File: src/rtl/keypad_scanner.sv
// keypad_scanner: scans a 4x4 hex keypad by driving one row low at a time
// and reading the active-low columns. A press is reported once, after it has
// been stable for DEBOUNCE_SCANS row samples. A new key is reported only after
// the release of the previous one has been debounced.
//
// Output protocol: key_valid_o is a one-cycle strobe with no ready/backpressure.
// key_o is valid in the strobe cycle and keeps that value until the next
// accepted key. key_held_o is high from the strobe cycle until the release
// has been debounced.
module keypad_scanner #(
  parameter int SCAN_DIV       = 1000,
  parameter int DEBOUNCE_SCANS = 8
) (
  input  logic       clk,
  input  logic       rst,
  input  logic [3:0] col_i,
  output logic [3:0] row_o,
  output logic [3:0] key_o,
  output logic       key_valid_o,
  output logic       key_held_o,
  output logic [1:0] state_o
);

  localparam int DIV_W = (SCAN_DIV > 1) ? $clog2(SCAN_DIV) : 1;
  localparam int CNT_W = $clog2(DEBOUNCE_SCANS + 1);
  localparam logic [DIV_W-1:0] DIV_LAST   = DIV_W'(SCAN_DIV - 1);
  localparam logic [CNT_W-1:0] CNT_TARGET = CNT_W'(DEBOUNCE_SCANS);

  typedef enum logic [1:0] {
    SCAN     = 2'd0,
    DEBOUNCE = 2'd1,
    HELD     = 2'd2
  } state_t;

  state_t           state_q, state_d;
  logic [3:0]       col_meta, col_s;
  logic [DIV_W-1:0] div_q;
  logic             sample;
  logic [1:0]       row_idx_q, row_idx_d;
  logic [1:0]       key_row_q, key_row_d;
  logic [1:0]       key_col_q, key_col_d;
  logic [CNT_W-1:0] cnt_q, cnt_d, cnt_inc;
  logic             strobe_d;
  logic             single_hit;
  logic [1:0]       hit_col;
  logic [3:0]       latched_pat;
  logic [3:0]       key_q;
  logic             valid_q;

  // Keypad legend for row r, column c; the bottom row carries * (E) and # (F).
  function automatic logic [3:0] key_code(input logic [1:0] r, input logic [1:0] c);
    logic [3:0] code;
    code = 4'h0;
    case ({r, c})
      4'd0:  code = 4'h1;
      4'd1:  code = 4'h2;
      4'd2:  code = 4'h3;
      4'd3:  code = 4'hA;
      4'd4:  code = 4'h4;
      4'd5:  code = 4'h5;
      4'd6:  code = 4'h6;
      4'd7:  code = 4'hB;
      4'd8:  code = 4'h7;
      4'd9:  code = 4'h8;
      4'd10: code = 4'h9;
      4'd11: code = 4'hC;
      4'd12: code = 4'hE;
      4'd13: code = 4'h0;
      4'd14: code = 4'hF;
      default: code = 4'hD;
    endcase
    return code;
  endfunction

  // Two-flop synchroniser for the asynchronous column inputs (idle = all high).
  always_ff @(posedge clk or negedge rst) begin
    if (!rst) begin
      col_meta <= 4'hF;
      col_s    <= 4'hF;
    end else begin
      col_meta <= col_i;
      col_s    <= col_meta;
    end
  end

  // Row period divider; the last count of each period is the sample point.
  always_ff @(posedge clk or negedge rst) begin
    if (!rst) begin
      div_q <= '0;
    end else if (div_q == DIV_LAST) begin
      div_q <= '0;
    end else begin
      div_q <= div_q + DIV_W'(1);
    end
  end

  assign sample      = (div_q == DIV_LAST);
  assign latched_pat = ~(4'b0001 << key_col_q);
  assign cnt_inc     = (cnt_q == CNT_TARGET) ? cnt_q : cnt_q + CNT_W'(1);

  // Decode the column sample: only a single low column is a usable key.
  always_comb begin
    single_hit = 1'b1;
    hit_col    = 2'd0;
    case (col_s)
      4'b1110: hit_col = 2'd0;
      4'b1101: hit_col = 2'd1;
      4'b1011: hit_col = 2'd2;
      4'b0111: hit_col = 2'd3;
      default: single_hit = 1'b0;
    endcase
  end

  // Next-state logic; every decision is taken only at the sample point.
  always_comb begin
    state_d   = state_q;
    row_idx_d = row_idx_q;
    key_row_d = key_row_q;
    key_col_d = key_col_q;
    cnt_d     = cnt_q;
    strobe_d  = 1'b0;
    if (sample) begin
      case (state_q)
        SCAN: begin
          if (single_hit) begin
            key_row_d = row_idx_q;
            key_col_d = hit_col;
            cnt_d     = '0;
            state_d   = DEBOUNCE;
          end else begin
            row_idx_d = row_idx_q + 2'd1;
          end
        end
        DEBOUNCE: begin
          if (col_s == latched_pat) begin
            cnt_d = cnt_inc;
            if (cnt_inc == CNT_TARGET) begin
              // Release counting starts from zero once the key is held.
              state_d  = HELD;
              cnt_d    = '0;
              strobe_d = 1'b1;
            end
          end else begin
            state_d   = SCAN;
            row_idx_d = row_idx_q + 2'd1;
          end
        end
        HELD: begin
          if (col_s == 4'hF) begin
            cnt_d = cnt_inc;
            if (cnt_inc == CNT_TARGET) begin
              state_d   = SCAN;
              cnt_d     = '0;
              row_idx_d = row_idx_q + 2'd1;
            end
          end else begin
            cnt_d = '0;
          end
        end
        default: state_d = SCAN;
      endcase
    end
  end

  // FSM, row pointer, latched key position and debounce counter.
  always_ff @(posedge clk or negedge rst) begin
    if (!rst) begin
      state_q   <= SCAN;
      row_idx_q <= 2'd0;
      key_row_q <= 2'd0;
      key_col_q <= 2'd0;
      cnt_q     <= '0;
    end else begin
      state_q   <= state_d;
      row_idx_q <= row_idx_d;
      key_row_q <= key_row_d;
      key_col_q <= key_col_d;
      cnt_q     <= cnt_d;
    end
  end

  // Registered key code and strobe, both updated the cycle after acceptance.
  always_ff @(posedge clk or negedge rst) begin
    if (!rst) begin
      key_q   <= 4'h0;
      valid_q <= 1'b0;
    end else begin
      valid_q <= strobe_d;
      if (strobe_d) begin
        key_q <= key_code(key_row_q, key_col_q);
      end
    end
  end

  assign row_o       = ~(4'b0001 << row_idx_q);
  assign key_o       = key_q;
  assign key_valid_o = valid_q;
  assign key_held_o  = (state_q == HELD);
  assign state_o     = state_q;

endmodule

File: config.mk
export PLATFORM = sky130hd
export DESIGN_NAME = keypad_scanner
export DESIGN_NICKNAME = d
export VERILOG_FILES = /design/src/rtl/keypad_scanner.sv
export SDC_FILE = /design/constraint.sdc
export NUM_CORES = 1
export LEC_CHECK = 0
export ABC_AREA = 1
export CAP_MARGIN = 30
export CORE_UTILIZATION = 52
export DETAILED_ROUTE_END_ITERATION = 7
export GPL_ROUTABILITY_DRIVEN = 0
export GPL_TIMING_DRIVEN = 0
export PLACE_DENSITY = 0.76
export SLEW_MARGIN = 10
export SYNTH_ARGS = -nofsm -noshare
export SYNTH_HDL_FRONTEND = slang
export SYNTH_SLANG_ARGS = --single-unit
File: constraint.sdc
create_clock -name clk -period 1.7 [get_ports clk]
set_clock_uncertainty 0.15 [all_clocks]
set_input_delay 0.425 -clock clk [delete_from_list [all_inputs] [get_ports clk]]
set_output_delay 0.425 -clock clk [all_outputs]
set_load 0.05 [all_outputs]
==> results.json, run 1 <==
{
  "status": "complete, but fails checks",
  "violations": "negative setup slack",
  "ys_async_sr_fraction_pct": 100,
  "endpoint_kind": "register",
  "clkSlewWorstSetupHoldPaths_ns": 0.07,
  "synth_ff_type": "dfrtp_1",
  "antennaDiodeCount": 0,
  "cts_buffer_depth": 2,
  "timing.final.crit_share_pct": 108,
  "grt_pass1_wl_um": 6730,
  "r2r_slack_ns": -0.14,
  "dieWidth_um": 64.7,
  "drtAntennaViolNets": 0,
  "yosysMostFrequentCell": "nand2_1",
  "arrival_ns": 1.87,
  "totalNegativeSetupSlack_ns": -0.800,
  "synth_xor_area_share_pct": 0.856,
  "clock-root-buffer": "clkbuf_8",
  "drt-total-wl_um": 4280,
  "avgSynthCellArea_sq_um": 8.35,
  "grt_setup_unrepaired": "yes",
  "drc_errors": 0,
  "ys_seq_area_share_pct": 43.3,
  "vias": 1701,
  "cap_violations": 0,
  "wl_per_cell_um": 12.9,
  "synth_mux_area_share_pct": 0,
  "area_delta_synth_final_pct": 29.2,
  "synth_top_family_by_area": "simple AND/OR/NAND/NOR gates",
  "power_density_nw_per_um2": 564,
  "finalWorstSetupSlack_ns": -0.140,
  "reg2regPathDepth": 13,
  "fillCellCount": 287,
  "synth_compound_area_share_pct": 9.17,
  "cts_tree": "done",
  "path_class": "reg -> reg",
  "critPathSlowestCell": "dfrtp_2",
  "netSwitchingPower_uw": 335,
  "slew_headroom_pct": 49.9,
  "cp_slowest_stage_delay_ns": 0.49,
  "combinationalPowerShare_pct": 4.1,
  "yosys.area_share.simple_pct": 28.1,
  "synth_adder_area_share_pct": 9.78,
  "start_util_pct": 55.1,
  "clock_sinks": 35,
  "ys_warn_count": 0,
  "place_hpwl_um": 2580,
  "finalHoldViolations": 0,
  "sw_frac_of_total_pct": 22.4,
  "leakage_uw": 0.00126,
  "synth_top_area_share_pct": 33.0,
  "postSynthCellCount": 245,
  "final-instance-count-excl-fill": 333,
  "synth.distinct_cells": 34,
  "dieArea_sq_um": 4190,
  "cp_top_family": "simple AND/OR/NAND/NOR gates",
  "drtPass1Iterations": 4,
  "synthTopCellsByCount": "nand2_1, inv_1, dfrtp_1, ha_1, o21ai_0",
  "clkPwrFrac_pct": 38.4,
  "fin_nets": 306,
  "numCtsBuffers": 5,
  "ys_seq_elements": 35,
  "synth_edf_count": 0,
  "cp-start-kind": "register",
  "fp.dieH_um": 64.7,
  "worst_slew_pin_slew_ns": 0.752,
  "crit_path_max_fanout": 7,
  "clock_latency_ns": 0.29,
  "worstHoldPathType": "in -> async",
  "max_freq_ghz": 0.544,
  "regToRegEndpoint": "key_o[0]",
  "vias_per_cell": 5.11,
  "htreeDepth": 2,
  "rr_startpoint": "key_col_q[1]",
  "core_area_sq_um": 3720,
  "syn-cell-area_sq_um": 2050,
  "final_layout_size_suffix_gt1_share_pct": 37.5,
  "grt_pass1_vias": 1535,
  "synthesis.nets": 267,
  "yosysTopAreaCell": "dfrtp_1",
  "ir_drop_v": 0.000477,
  "grt-ovfl-total": 0,
  "grt_usage_pct": 21.7,
  "worstPathRequired_ns": 1.73,
  "holdWs_ns": 0.0501,
  "worstPathCellList": "inv_4 > ha_4 > inv_2 > nand2_1 > nand2_1 > nor2_2 > nand3_2 > nor2_4 > nand2_4 > inv_4 > nand2_2 > o21ai_2 > inv_1",
  "pwr-share-seq_pct": 57.5,
  "port_buffers": 17,
  "grt_max_degree": 36,
  "slew_violations": 0,
  "initialDrtViolationCount": 102,
  "yosys-top-cells-area": "dfrtp_1, nand2_1, dfstp_2",
  "utilization_pct": 71.2,
  "setup_viol": 15,
  "ioPinCount": 18,
  "dp_cells": 310,
  "rows": 22,
  "p_int_uw": 1160,
  "period_minus_slack_ns": 1.84,
  "antenna_found_initial": 0,
  "path_buf_inv": 4
}
-- cells in the final DEF, fill, tap and decap left out, types with 2 or more instances in the layout --
cell,instances
dfrtp_1,22
nand2_2,8
nor3_1,5
inv_1,25
inv_4,3
buf_4,14
nor2_4,2
clkbuf_2,2
nor2_2,5
buf_8,5
nand4_1,5
o21ai_0,13
ha_4,9
buf_2,3
nand3_1,6
dfrtp_2,5
a21oi_1,5
o21ai_2,2
nand3_2,2
nor2_1,9
a31oi_1,2
ha_2,2
nand4_4,2
o22ai_1,3
inv_2,16
clkdlybuf4s50_1,4
nor3_2,2
dfstp_2,8
clkbuf_1,2
ha_1,5
clkdlybuf4s15_2,4
nand2_4,2
clkbuf_8,5
o21ai_1,7
nand2_1,59
-- power by group through the flow --
stage	Clock [uW]	Combinational, uW	Sequential, uW
6_report	573	61.3	858
2_1_floorplan	0	26.4	870
3_5_place_dp	0	57.1	873
4_1_cts	586	58.7	858
5_1_grt	626	70.5	858
3_3_place_gp	0	57.0	872
-- area by class of cell --
type	count	area, sq um	area share, %
clock buffers	7	76.3	2.89
clock inverters	1	5.00	0.189
repair buffers	32	297	11.2
multi-input cells	164	1130	42.7
well taps	48	60.1	2.27
plain buffers	1	5.00	0.189
flip-flops and latches	35	892	33.7
inverters	45	181	6.86
-- sequential cells by signal, summed over array words and instances, names as in the netlist --
register	cells
cnt_q	4
col_s	4
row_idx_q	2
state_o	2
div_q	10
col_meta	4
key_valid_o	1
key_col_q	2
key_row_q	2
key_o	4
-- per-layer routing --
layer	vias to the layer above	wire length, um	track usage (%)
met1	788	1920	27.3
met5	-	0	0
met3	13	159	7.04
met4	0	136	9.72
li1	849	-	-
met2	51	2060	33.7
-- worst max path at each step --
| stage | from | to | cells past startpoint |
|---|---|---|---|
| finish | key_col_q[1] | key_o[0] | 13 |
| global route | key_col_q[0] | key_o[0] | 13 |
| CTS | key_col_q[1] | key_o[0] | 13 |
| detailed placement | row_idx_q[0] | row_o[0] | 4 |
| global placement | rst | state_o[1] | 1 |
| floorplan | key_col_q[1] | key_o[0] | 13 |
-- through the flow --
stage	cell area, sq um	worst slack (ns)	power (uW)
2_1_floorplan	2060	0.00686	897
3_3_place_gp	2290	-0.774	929
3_5_place_dp	2290	-0.376	930
4_1_cts	2560	-0.100	1500
5_1_grt	2650	-0.256	1550
6_report	2650	-0.140	1490
-- what timing repair did --
item | 4_1_cts | 5_1_grt
hold buffers | 0 | 0
hold endpoints to repair | 0 | 0
setup endpoints to repair | 29 | 24
pin swaps | 9 | 5
setup buffers | 12 | 3
resized for setup | 84 | 25
-- kinds of logic (layout without fill, tap and decap cells) --
family | count (synthesis) | count (layout)
buffers and inverters | 46 | 86
AOI/OAI and AO/OA | 34 | 34
DFF | 35 | 35
xor gates and xnor gates | 2 | 2
adders and majority gates | 16 | 16
and+or+nand+nor | 112 | 112
(Power assumes the default switching activity.)
==> run 2, diff against run 1 <==
- CAP_MARGIN: 30 -> 25
==> results of run 2 <==
Same layout as run 1: the final DEF is identical, and so are final timing and power.
